File: config.mk
export PLATFORM = sky130hd
export DESIGN_NAME = adc_readout_sm
export DESIGN_NICKNAME = d
export VERILOG_FILES = /design/src/rtl/adc_readout_pkg.sv /design/src/rtl/adc_readout_sm_sync2.sv /design/src/rtl/adc_readout_sm.sv
export SDC_FILE = /design/constraint.sdc
export NUM_CORES = 1
export LEC_CHECK = 0
export ABC_AREA = 1
export CORE_ASPECT_RATIO = 0.8
export CORE_MARGIN = 1
export CORE_UTILIZATION = 23
export DETAILED_ROUTE_END_ITERATION = 16
export MAX_ROUTING_LAYER = met4
export SKIP_CTS_REPAIR_TIMING = 1
export SYNTH_ARGS = -nofsm -noshare
export SYNTH_HDL_FRONTEND = slang
export SYNTH_HIERARCHICAL = 1
export SYNTH_SLANG_ARGS = --single-unit
export TNS_END_PERCENT = 30
File: constraint.sdc
create_clock -name clk -period 3.2 [get_ports clk]
set_input_delay 0.64 -clock clk [delete_from_list [all_inputs] [get_ports clk]]
set_output_delay 0.64 -clock clk [all_outputs]
set_load 0.1 [all_outputs]
File: src/rtl/adc_readout_pkg.sv
// rtl/adc_readout_pkg.sv - shared constants and state encoding for ADC fill readout
package adc_readout_pkg;

    localparam int DW       = 128;
    localparam int BCNT_W   = 23;
    localparam int BCNT_LSB = 0;
    localparam int FCNT_W   = 24;

    localparam int HDR_BCNT_LSB = BCNT_LSB;
    localparam int HDR_BCNT_MSB = BCNT_LSB + BCNT_W - 1;

    localparam int ST_IDLE   = 0;
    localparam int ST_HDR    = 1;
    localparam int ST_DATA   = 2;
    localparam int ST_CHKSUM = 3;
    localparam int ST_DONE   = 4;
    localparam int ST_NUM    = 5;

    typedef enum logic [ST_NUM-1:0] {
        IDLE   = 5'b00001,
        HDR    = 5'b00010,
        DATA   = 5'b00100,
        CHKSUM = 5'b01000,
        DONE   = 5'b10000
    } state_e;

endpackage

File: src/rtl/adc_readout_sm_sync2.sv
// rtl/adc_readout_sm_sync2.sv - two-flop synchroniser for a single asynchronous level
module sync2 (
    input  logic clk,
    input  logic reset,
    input  logic d,
    output logic q
);

    logic meta;

    always_ff @(posedge clk) begin
        if (reset) begin
            meta <= 1'b0;
            q    <= 1'b0;
        end else begin
            meta <= d;
            q    <= meta;
        end
    end

endmodule

File: src/rtl/adc_readout_sm.sv
// rtl/adc_readout_sm.sv - pulls one stored fill from the DDR3 read FIFO and streams it out
module adc_readout_sm #(
    parameter int DW       = adc_readout_pkg::DW,
    parameter int BCNT_W   = adc_readout_pkg::BCNT_W,
    parameter int BCNT_LSB = adc_readout_pkg::BCNT_LSB,
    parameter int FCNT_W   = adc_readout_pkg::FCNT_W
) (
    input  logic              clk,
    input  logic              reset,
    input  logic              readout_req,
    input  logic              acq_enable0,
    input  logic              acq_enable1,
    input  logic [FCNT_W-1:0] fills_stored,
    input  logic [DW-1:0]     rd_fifo_data,
    input  logic              rd_fifo_empty,
    output logic              rd_fifo_rd_en,
    output logic [DW-1:0]     out_data,
    output logic              out_valid,
    input  logic              out_ready,
    output logic              out_last,
    output logic              rd_addr_cntr_en,
    output logic              fill_cntr_dec,
    output logic              readout_busy,
    output logic              readout_done,
    output logic              no_data_err,
    output logic              chksum_err
);

    import adc_readout_pkg::*;

    logic              req_sync;
    logic              acq0_sync;
    logic              acq1_sync;
    logic              readout_mode;
    logic              active;
    logic              xfer;
    logic [BCNT_W-1:0] hdr_bcnt;
    logic [BCNT_W-1:0] remaining;
    logic [DW-1:0]     xor_acc;
    state_e            state;

    sync2 u_sync_req  (.clk(clk), .reset(reset), .d(readout_req), .q(req_sync));
    sync2 u_sync_acq0 (.clk(clk), .reset(reset), .d(acq_enable0), .q(acq0_sync));
    sync2 u_sync_acq1 (.clk(clk), .reset(reset), .d(acq_enable1), .q(acq1_sync));

    assign readout_mode    = ~acq0_sync & ~acq1_sync;
    assign active          = (state == HDR) | (state == DATA) | (state == CHKSUM);
    assign out_valid       = active & ~rd_fifo_empty;
    assign xfer            = out_valid & out_ready;
    assign rd_fifo_rd_en   = xfer;
    assign rd_addr_cntr_en = xfer;
    // Gated so the bus reads zero whenever nothing is being offered
    assign out_data        = out_valid ? rd_fifo_data : '0;
    assign out_last        = (state == CHKSUM) & out_valid;
    assign readout_busy    = (state != IDLE);
    assign readout_done    = (state == DONE);
    assign hdr_bcnt        = rd_fifo_data[BCNT_LSB +: BCNT_W];

    always_ff @(posedge clk) begin
        if (reset) begin
            state         <= IDLE;
            remaining     <= '0;
            xor_acc       <= '0;
            fill_cntr_dec <= 1'b0;
            no_data_err   <= 1'b0;
            chksum_err    <= 1'b0;
        end else begin
            fill_cntr_dec <= 1'b0;
            no_data_err   <= 1'b0;
            unique case (state)
                IDLE: begin
                    if (req_sync && readout_mode) begin
                        if (fills_stored == '0) begin
                            no_data_err <= 1'b1;
                            state       <= DONE;
                        end else begin
                            chksum_err <= 1'b0;
                            xor_acc    <= '0;
                            state      <= HDR;
                        end
                    end
                end
                HDR: begin
                    if (xfer) begin
                        remaining <= hdr_bcnt;
                        xor_acc   <= rd_fifo_data;
                        state     <= (hdr_bcnt != '0) ? DATA : CHKSUM;
                    end
                end
                DATA: begin
                    if (xfer) begin
                        xor_acc <= xor_acc ^ rd_fifo_data;
                        if (remaining != '0)
                            remaining <= remaining - BCNT_W'(1);
                        if (remaining == BCNT_W'(1))
                            state <= CHKSUM;
                    end
                end
                CHKSUM: begin
                    if (xfer) begin
                        chksum_err    <= (rd_fifo_data != xor_acc);
                        fill_cntr_dec <= 1'b1;
                        state         <= DONE;
                    end
                end
                DONE: begin
                    // Hold until the request drops so one request yields one fill
                    if (!req_sync)
                        state <= IDLE;
                end
                default: state <= IDLE;
            endcase
        end
    end

endmodule

=== Word-level counts from Yosys, hierarchy flattened ===
Cells that the tools add are included.
Widths: inputs -> output; s select.

* Equality and inequality tests: 16
* Reduce and logical (&&, ||, !) cells: 13
* Multiplexer cells: 25
* Bitwise operators: 13
* $add $sub $neg: 1

{| class="wikitable"
|+ Operators by type and width
! operator !! count
|-
| $mux 128 || 5
|-
| $pmux 128 s3 || 1
|-
| $ne 128x128->1 || 1
|-
| $xor 128x128->128 || 1
|-
| $mux 23 || 3
|-
| $pmux 23 s2 || 1
|-
| $reduce_bool 23->1 || 2
|-
| $mux 5 || 7
|-
| $pmux 5 s5 || 1
|-
| $logic_not 24->1 || 1
|-
| $eq 23x1->1 const B || 1
|-
| $sub 23x1->23 const B || 1
|-
| $ne 2x2->1 const B || 6
|-
| $reduce_and 4->1 || 2
|-
| $not 1->1 || 6
|-
| $reduce_and 6->1 || 1
|-
| $eq 5x1->1 const B || 1
|-
| $eq 5x2->1 const B || 1
|-
| $eq 5x3->1 const B || 1
|-
| $eq 5x4->1 const B || 1
|-
| $eq 5x5->1 const B || 1
|-
| $mux 1 || 5
|-
| $ne 5x1->1 const B || 1
|-
| $reduce_and 5->1 || 1
|-
| 10 further kinds || 16
|}

* Output and inout bits: 137
* Bits of input ports: 159
* Word-level logic and storage cells: 80
* Register bits: 165

=== Logic depth before layout (Yosys ltp) ===
Gate-level depths: netlist of the first run.

* Depth after elaboration: 7
* Depth in mapped cells: 14
* Mapped depth without buffers: 12

=== Cells and area by module ===
The synthesis of the first run kept the hierarchy.

{| class="wikitable"
|+ Modules (own cells, without submodules)
! module !! instances !! cells an instance !! area each (µm²) !! sequential area each (µm²)
|-
| adc_readout_sm || 1 || 1852 || 10996.8 || 3183.1
|-
| sync2 || 3 || 6 || 55.1 || 40.0
|}

=== Least setup slack after synthesis of the first run ===
OpenSTA, ideal clock, no wires.

* Kind: register to output
* From: register state[1]
* To: output port out_data[107]
* Path slack: 71 ps
* Arrival time: 2489 ps
* Required time: 2560 ps
* Buffers on the path: 2
* Stages on the path, launching flop included: 10
* Path through: dfxtp_1 > inv_2 > nand2_1 > nor2_1 > nand3_2 > nand3_2 > nand2_2 > clkbuf_1 > clkbuf_1 > nor2_1

* Cells in the longest elaborated chain, start to end: 5
* Elaborated cells between the ends (all ways): 7
* Those cells by class: eq/ne (3); mux (1); bitwise (3)

{| class="wikitable"
|+ Ends and longest elaborated chain
! element !! line !! source
|-
| start, declared || adc_readout_sm.sv:40 || <nowiki>state_e state;</nowiki>
|-
| start signal, assigned || adc_readout_sm.sv:87 || <nowiki>state <= (hdr_bcnt != '0) ? DATA : CHKSUM;</nowiki>
|-
| $eq 5x2->1 or $eq 5x3->1 (tied branches) || adc_readout_sm.sv:47 || <nowiki>assign active = (state == HDR) | (state == DATA) | (state == CHKSUM);</nowiki>
|-
| $or 1x1->1 || adc_readout_sm.sv:47 ||
|-
| $or 1x1->1 (*) || adc_readout_sm.sv:47 ||
|-
| $and 1x1->1 (*) || adc_readout_sm.sv:48 || <nowiki>assign out_valid = active & ~rd_fifo_empty;</nowiki>
|-
| $mux 128 (*) || adc_readout_sm.sv:53 || <nowiki>assign out_data = out_valid ? rd_fifo_data : '0;</nowiki>
|-
| end, declared || adc_readout_sm.sv:17 || <nowiki>output logic [DW-1:0] out_data,</nowiki>
|}

Every way passes the cells marked *; elsewhere a longest branch is shown, timed or not.

=== Worst setup path after layout of the first run ===
* From: register state[0]
* To: output port out_data[63]

Same word-level chain as after synthesis.

==> results of run 1 <==
==> cell families (layout without fill, tap and decap cells) <==
| kind of cell | after synthesis | count (layout) |
|---|---|---|
| other | 0 | 2 |
| flip-flops | 165 | 165 |
| AND/OR/NAND/NOR | 967 | 967 |
| adder cells (fa/ha/maj) | 2 | 2 |
| AO/OA/AOI/OAI | 318 | 318 |
| XOR/XNOR | 59 | 59 |
| buffers and inverters | 359 | 595 |
==> routing by layer <==
metal	vias to the layer above	global-route usage [%]
met5	-	-
met4	0	4.675
met3	46	4.236
met2	426	27.46
met1	5871	20.68
li1	6408	-
==> how the worst max path moves through the flow <==
stage | start | to | slack, ns | depth (start not counted)
floorplan | state[1] | out_data[107] | 0.07 | 9
global placement | rd_fifo_empty | out_data[63] | 0.46 | 6
detailed placement | fills_stored[21] | xor_acc[111] | 0.43 | 11
CTS | state[0] | out_data[63] | 0.25 | 9
global route | state[0] | out_data[63] | 0.16 | 9
finish | state[0] | out_data[63] | 0.33 | 9
==> area by class of cell <==
| cell class | count | share of cell area, % |
|---|---|---|
| clock inverter | 9 | 0.8505 |
| clock buffer | 22 | 3.000 |
| sequential | 165 | 20.05 |
| multi-input combinational | 1346 | 38.35 |
| inverter | 247 | 5.627 |
| timing repair buffer | 317 | 27.38 |
| antenna | 2 | 0.03038 |
| tap | 620 | 4.708 |
==> critical path, cell delays in order (launching register included) <==
cell and delay, ns:
dfxtp_1 0.36, inv_2 0.09, nand2_1 0.06, nor2_1 0.12, nand3_2 0.13, nand3_2 0.12
nand2_4 0.11, buf_12 0.20, nor2_1 0.32, buf_12 0.22
==> layout by cell type, fill, tap and decap left out, types with 8 or more instances in the layout <==
master           synthesis  layout
nand2_1                526     526
nor2_1                 256     256
inv_1                  242     242
dfxtp_1                165     165
clkdlybuf4s50_1          0     157
a21oi_1                149     149
nand3_1                143     143
buf_12                   0     139
o22ai_1                128     128
xnor2_1                 55      55
o21ai_0                 32      32
buf_4                   10      21
clkbuf_16                0      17
nand4_1                 10      10
nor3_1                   8       8
==> report_power, final <==
part | internal, W | switching [W]
Sequential | 0.00212 | 0.0000510
Clock | 0.00134 | 0.000938
Combinational | 0.00105 | 0.00283
Total | 0.00451 | 0.00381
==> flip-flops by register name (all words and copies together), names as in the netlist <==
signal,cells
u_sync_acq1/meta,1
u_sync_req/meta,1
remaining,23
no_data_err,1
chksum_err,1
xor_acc,128
state,5
u_sync_acq1/q,1
u_sync_acq0/meta,1
fill_cntr_dec,1
u_sync_acq0/q,1
u_sync_req/q,1
==> through the flow <==
| stage | instances | cell area (sq um) |
|---|---|---|
| after detailed placement | 2695 | 15840 |
| after floorplan | 1870 | 11160 |
| after global routing | 2728 | 16480 |
| after global placement | 2695 | 15840 |
| final | 2728 | 16480 |
| after CTS | 2726 | 16470 |
==> results.yml, run 1 <==
clocking:
  ctsLongestPathBuffers: 2
  h-tree-depth: 4
  cts-buffers-inserted: 17
  cts-root-buf: "clkbuf_16"
  clk_pin_slew_ns: 0.07
  cts.sinks: 165
  cts_tree: "yes"
  clk_latency_ns: 0.44
finish:
  nNetsFinal: 2255
  regArea_sq_um: 3303
  multi_input_area_sq_um: 6319
  final_util_pct: 34.73
  areaGrowthSynthToFinish_pct: 47.61
  drive_gt1_share_pct: 10.26
  fillers: 5033
detailed_routing:
  route.met3.wl_mm: 3.014
  dr.pass1.iters: 5
  drc: 0
  routedWlPerCell_um: 14.93
  drt_wl_total_mm: 40.72
  top_layer: "met4"
  drtIter0Drc: 762
  vias_per_cell: 4.674
  wl_met1_mm: 18.05
  wl_met2_mm: 18.94
  antenna_left: 0
  vias: 12750
die:
  start_util_pct: 23.53
  die_x_um: 248.3
  coreArea_sq_um: 47440
  io_pins: 296
  rows: 71
  die_area_sq_um: 49420
  die_height_um: 199.0
synth:
  synth_compound_area_share_pct: 15.88
  synth.mux.area_fraction_pct: 0
  synthSimpleGateAreaFrac_pct: 35.66
  synth_top_area_share_pct: 29.59
  async_flop_share_pct: 0
  yosysTopAreaCell: "dfxtp_1"
  ys_types: 36
  syn_inst: 1870
  synthTopCellsByCount: "nand2_1, nor2_1, inv_1"
  synth_area_leaders: "dfxtp_1, nand2_1, nor2_1, inv_1, o22ai_1"
  synth-seq-cells: 165
  ys_seq_area_share_pct: 29.59
  synth_edf_count: 0
  synth_area_sq_um: 11160
  synth_xor_xnor_area_share_pct: 4.630
  avgSynthCellArea_sq_um: 5.969
  synth_fa_ha_area_share_pct: 0.2242
  yosys_most_used_dff: "dfxtp_1"
  synth.most_common_cell: "nand2_1"
  synth_fp_nets: 2031
  synth_top_family_by_area: "simple AND/OR/NAND/NOR gates"
  synth.yosys.warnings: 6
hold_path:
  hp-class: "reg2reg"
  min_path_cells: 2
  min_from: "u_sync_acq0/meta"
  whs_endpoint: "u_sync_acq0/q"
grt:
  grt_overflow: 0
  grtUsageTotal_pct: 16.92
  antenna_found_initial: 2
  grt_max_degree: 93
  grt_pass1_vias: 12640
  grt_first_pass_wirelength_mm: 64.92
timing:
  finalWorstSetupSlack_ns: 0.3276
  drv_slew: 0
  fmax_mhz: 348.1
  post-route-period-util_pct: 89.76
  period_minus_slack_ns: 2.872
  hold_violations: 0
  rsz0062_at_grt: "no"
  tns_ns: 0
  skew_ns: 0.01076
  worst_slew_pin_slew_ns: 1.144
  setup_violations: 0
  hold-worst-slack_ns: 0.4071
  slew_headroom_pct: 23.75
worst_setup_path:
  reg2reg_slack_ns: 0.58
  regToRegStartpoint: "state[2]"
  worstSetupPathType: "reg2out"
  critPathArrivalTime_ns: 2.23
  end_kind: "output pin"
  rr_worst_depth: 7
  r2r-end: "xor_acc[74]"
  critPathLaunchType: "register"
  cp.required_ns: 2.56
  cp_max_fo: 53
placement:
  place_ws_ns: 0.4274
  port_buffers: 295
  globalplace.congestion: 0.8769
  dp_hpwl_mm: 28.39
power_and_ir_drop:
  ir_drop_mv: 0.7221
  power_w: 0.008322
  p_leak_nw: 6.597
  powerDensity_nw_per_um2: 505.1
run:
  maxCapViolations: 0
outcome:
  outcome: "complete, no violations"
Power figures use the tool's default switching activity.
==> run 2, diff against run 1 <==
Settings changed: GPL_TIMING_DRIVEN set to 0.
==> run 2 against run 1 <==
Compared with the run above:
- the run now ends with setup timing left
- critical path depth down 1
- clock skew hardly changed
- combinational power grew 9.5%
- sequential power hardly changed
- sequential cell count is the same
- first-iteration DRC count increased by 21%
- worst setup slack got worse by 0.36 ns
- largest cell class unchanged
==> results.yml, run 2 (same netlist as run 1, synthesis figures left out) <==
outcome:
  outcome: "finished, violations left"
  violations: "setup timing"
placement:
  place_ws_ns: -1.428
  dp_hpwl_mm: 34.66
  port_buffers: 295
  dpl_cell_area_sq_um: 14890
  globalplace.congestion: 0.8985
grt:
  grtUsageTotal_pct: 18.70
  use_met1_pct: 25.71
  grt_use_met3_pct: 3.778
  grt_overflow: 0
  grt-busiest-layer: "met2"
  grt_pass1_vias: 12350
  grt_max_degree: 17
  grt_first_pass_wirelength_mm: 69.07
  antenna_found_initial: 4
  use_met2_pct: 28.00
finish:
  areaGrowthSynthToFinish_pct: 38.07
  largest_reg_flops: 128
  final_cell_mix: "nand2_1, inv_1, nor2_1"
  postLayoutCellArea_sq_um: 15410
  top_register: "xor_acc"
  final_common_cell: "nand2_1"
  largestRegisters: "xor_acc: 128 flops, remaining: 23 flops, state: 5 flops"
  fillers: 5200
  nNetsFinal: 2345
  drive_gt1_share_pct: 11.83
clocking:
  h-tree-depth: 4
  cts_tree: "yes"
  cts-root-buf: "clkbuf_16"
  cts.sinks: 165
  clk_pin_slew_ns: 0.07
  clk_latency_ns: 0.46
  ctsLongestPathBuffers: 2
  cts-buffers-inserted: 17
worst_setup_path:
  worstSetupPathType: "reg2out"
  crit_start: "state[2]"
  end_kind: "output pin"
  critPathArrivalTime_ns: 2.60
  reg2reg_slack_ns: 0.53
  critPathLaunchType: "register"
  cp.required_ns: 2.56
  cp_max_fo: 10
  regToRegStartpoint: "state[3]"
detailed_routing:
  routedWlPerCell_um: 16.29
  drtIter0Drc: 925
  antenna_left: 0
  drc: 0
  dr.pass1.iters: 5
  drt_wl_total_mm: 45.98
  vias_per_cell: 4.711
  vias: 13300
timing:
  post-route-period-util_pct: 101.1
  finalWorstSetupSlack_ns: -0.03597
  period_minus_slack_ns: 3.236
  hold_violations: 0
  slew_headroom_pct: 32.90
  rsz0062_at_grt: "yes"
  fmax_mhz: 309.0
  drv_slew: 0
  worst_slew_pin_slew_ns: 1.007
  setup_violations: 8
  tns_ns: -0.1502
  hold-worst-slack_ns: 0.4035
  skew_ns: 0.01032
power_and_ir_drop:
  power_w: 0.008633
  powerDensity_nw_per_um2: 560.2
  ir_drop_mv: 0.4640
  p_leak_nw: 6.443
hold_path:
  hp-class: "reg2reg"
  min_from: "u_sync_acq1/meta"
die:
  start_util_pct: 23.53
  die_height_um: 199.0
  die_x_um: 248.3
  coreArea_sq_um: 47440
  rows: 71
  io_pins: 296
  die_area_sq_um: 49420
run:
  maxCapViolations: 0
[run 2: cell count changes in the layout (fill, tap and decap cells not counted), moves of 15 or more]
cell      before  now
buf_6          0   51
clkbuf_1       0   53
buf_2          0   25
nor2_2         2   17
nor2_1       256  238
buf_12       139    0
clkbuf_4       0   65
[run 2: critical path: stages, from the launching register on]
cell	delay, ns
dfxtp_1	0.37
nor2_4	0.19
nand4_4	0.18
nand3_2	0.16
nand2_2	0.11
clkbuf_4	0.26
clkbuf_1	0.26
nor2_1	0.13
clkbuf_2	0.47
[run 2: power by group]
| group | total (W) | internal [W] | switching (W) |
|---|---|---|---|
| Clock | 0.00222 | 0.00120 | 0.00102 |
| Sequential | 0.00217 | 0.00211 | 0.0000503 |
| Combinational | 0.00425 | 0.00127 | 0.00298 |
| Total | 0.00863 | 0.00459 | 0.00405 |
[run 2: worst paths after layout]
kind              endpoint  cells after the start
max          out_data[101]                      8
min reg2reg  u_sync_acq1/q                      2
min          u_sync_acq1/q                      2
max reg2reg    xor_acc[26]                      8
[run 2: layer usage]
metal | wire [um] | vias to the layer above
li1 | - | 6597
met1 | 21920 | 6195
met2 | 20460 | 476
met3 | 3260 | 27
met4 | 337 | 0
met5 | 0 | -
[run 2: cell type report]
| cell class | instances | area, sq um | area share [%] |
|---|---|---|---|
| Clock buffer | 19 | 452.9 | 2.939 |
| Clock inverter | 13 | 146.4 | 0.9499 |
| Buffer | 112 | 651.9 | 4.230 |
| Inverter | 247 | 927.1 | 6.016 |
| Multi-Input combinational cell | 1346 | 6369 | 41.33 |
| Timing Repair Buffer | 295 | 2773 | 17.99 |
| Antenna cell | 5 | 12.51 | 0.08119 |
| Sequential cell | 165 | 3303 | 21.43 |
| Tap cell | 620 | 775.7 | 5.034 |
[run 2: metrics by stage]
step,util [%],cells
detailed placement,31.39,2785
CTS,32.65,2817
floorplan,-,1870
global route,32.48,2821
finish,32.49,2822
global placement,31.39,2785
==> run 3, diff against run 2 <==
Settings changed: PLACE_DENSITY_LB_ADDON set to 0.15.
==> run 3 against run 2 <==
Compared with the run above:
- the run still ends with setup timing left
- utilization grew 0.14 points
- worst setup slack worse by 0.031 ns
- total power down 1.2%
- fmax shrank 0.95%
- global-route usage is 0.13 points lower
- largest cell class unchanged
- highest routed layer unchanged
==> results.yml, run 3 (same netlist as run 1, synthesis figures left out) <==
detailed_routing:
  drt_wl_total_mm: 45.42
  vias_per_cell: 4.584
  drc: 0
  vias: 12920
  routedWlPerCell_um: 16.12
  drtIter0Drc: 941
  dr.pass1.iters: 7
  antenna_left: 0
placement:
  dp_hpwl_mm: 34.34
  place_ws_ns: -1.567
  globalplace.congestion: 0.9075
  port_buffers: 295
finish:
  areaGrowthSynthToFinish_pct: 38.65
  final_util_pct: 32.62
  top_register: "xor_acc"
  nNetsFinal: 2345
  final_common_cell: "nand2_1"
  largest_reg_flops: 128
  fillers: 5313
  final_cell_mix: "nand2_1, inv_1, nor2_1"
  drive_gt1_share_pct: 12.02
  largestRegisters: "xor_acc: 128 flops, remaining: 23 flops, state: 5 flops"
timing:
  hold_violations: 0
  drv_slew: 0
  skew_ns: 0.01302
  period_minus_slack_ns: 3.267
  rsz0062_at_grt: "yes"
  fmax_mhz: 306.1
  post-route-period-util_pct: 102.1
  worst_slew_pin_slew_ns: 1.009
  setup_violations: 5
  hold-worst-slack_ns: 0.4059
  slew_headroom_pct: 32.49
  finalWorstSetupSlack_ns: -0.06696
die:
  rows: 71
  die_x_um: 248.3
  die_area_sq_um: 49420
  coreArea_sq_um: 47440
  die_height_um: 199.0
  io_pins: 296
  start_util_pct: 23.53
worst_setup_path:
  end_kind: "output pin"
  critPathArrivalTime_ns: 2.63
  worstSetupPathType: "reg2out"
  critPathLaunchType: "register"
  cp_max_fo: 10
  cp.required_ns: 2.56
grt:
  grtUsageTotal_pct: 18.57
  grt_overflow: 0
  grt_pass1_vias: 12150
  grt_first_pass_wirelength_mm: 68.74
  grt_max_degree: 17
  antenna_found_initial: 3
outcome:
  violations: "setup timing"
  outcome: "finished, violations left"
clocking:
  clk_pin_slew_ns: 0.07
  cts-root-buf: "clkbuf_16"
  cts.sinks: 165
  cts_tree: "yes"
  clk_latency_ns: 0.45
  ctsLongestPathBuffers: 2
  cts-buffers-inserted: 17
  h-tree-depth: 4
power_and_ir_drop:
  powerDensity_nw_per_um2: 551.1
  ir_drop_mv: 0.3506
  p_leak_nw: 6.451
  power_w: 0.008529
hold_path:
  hp-class: "reg2reg"
run:
  maxCapViolations: 0
-- run 3: metal layers --
| layer | vias up | wire (um) | global-route usage (%) |
|---|---|---|---|
| li1 | 6609 | - | - |
| met1 | 5879 | 22510 | 26.37 |
| met2 | 399 | 19450 | 26.99 |
| met3 | 32 | 2805 | 3.184 |
| met4 | 0 | 650 | 4.449 |
| met5 | - | 0 | - |
-- run 3: critical path, stage by stage (launching register included) --
cell and delay (ns):
dfxtp_1 0.36, inv_2 0.09, nand2_1 0.07, nor2_1 0.14, nand3_2 0.13, nand3_2 0.12
nand2_2 0.17, buf_6 0.23, clkbuf_1 0.23, nor2_1 0.16, clkbuf_2 0.47
-- run 3: worst paths after layout --
kind | start | endpoint | slack [ns] | depth (start not counted)
min reg2reg | u_sync_acq1/meta | u_sync_acq1/q | 0.41 | 2
max | state[0] | out_data[37] | -0.07 | 10
min | u_sync_acq1/meta | u_sync_acq1/q | 0.41 | 2
max reg2reg | state[3] | xor_acc[24] | 0.60 | 8
-- run 3: report_power, final --
group	internal (W)	switching, W	total [W]	leakage [nW]
sequential	0.00212	0.0000505	0.00217	1.33
combinational	0.00128	0.00295	0.00423	4.85
clock	0.00119	0.000946	0.00214	0.275
total	0.00459	0.00394	0.00853	6.45
-- run 3: stage by stage --
| step | TNS (ns) | std cells | instance area (sq um) |
|---|---|---|---|
| 2_1_floorplan | 0 | 1870 | 11160 |
| 3_3_place_gp | -140.22 | 2785 | 14890 |
| 3_5_place_dp | -141.35 | 2785 | 14890 |
| 4_1_cts | -165.31 | 2816 | 15470 |
| 5_1_grt | -6.199 | 2818 | 15480 |
| 6_report | -0.2698 | 2818 | 15480 |
-- run 3: area by class of cell --
class	count	area (sq um)	share of cell area [%]
Sequential cell	165	3303	21.34
Inverter	247	927.1	5.991
Multi-Input combinational cell	1346	6396	41.33
Tap cell	620	775.7	5.013
Buffer	112	675.6	4.366
Clock inverter	11	126.4	0.8166
Clock buffer	20	456.7	2.951
Antenna cell	2	5.005	0.03234
Timing Repair Buffer	295	2810	18.16
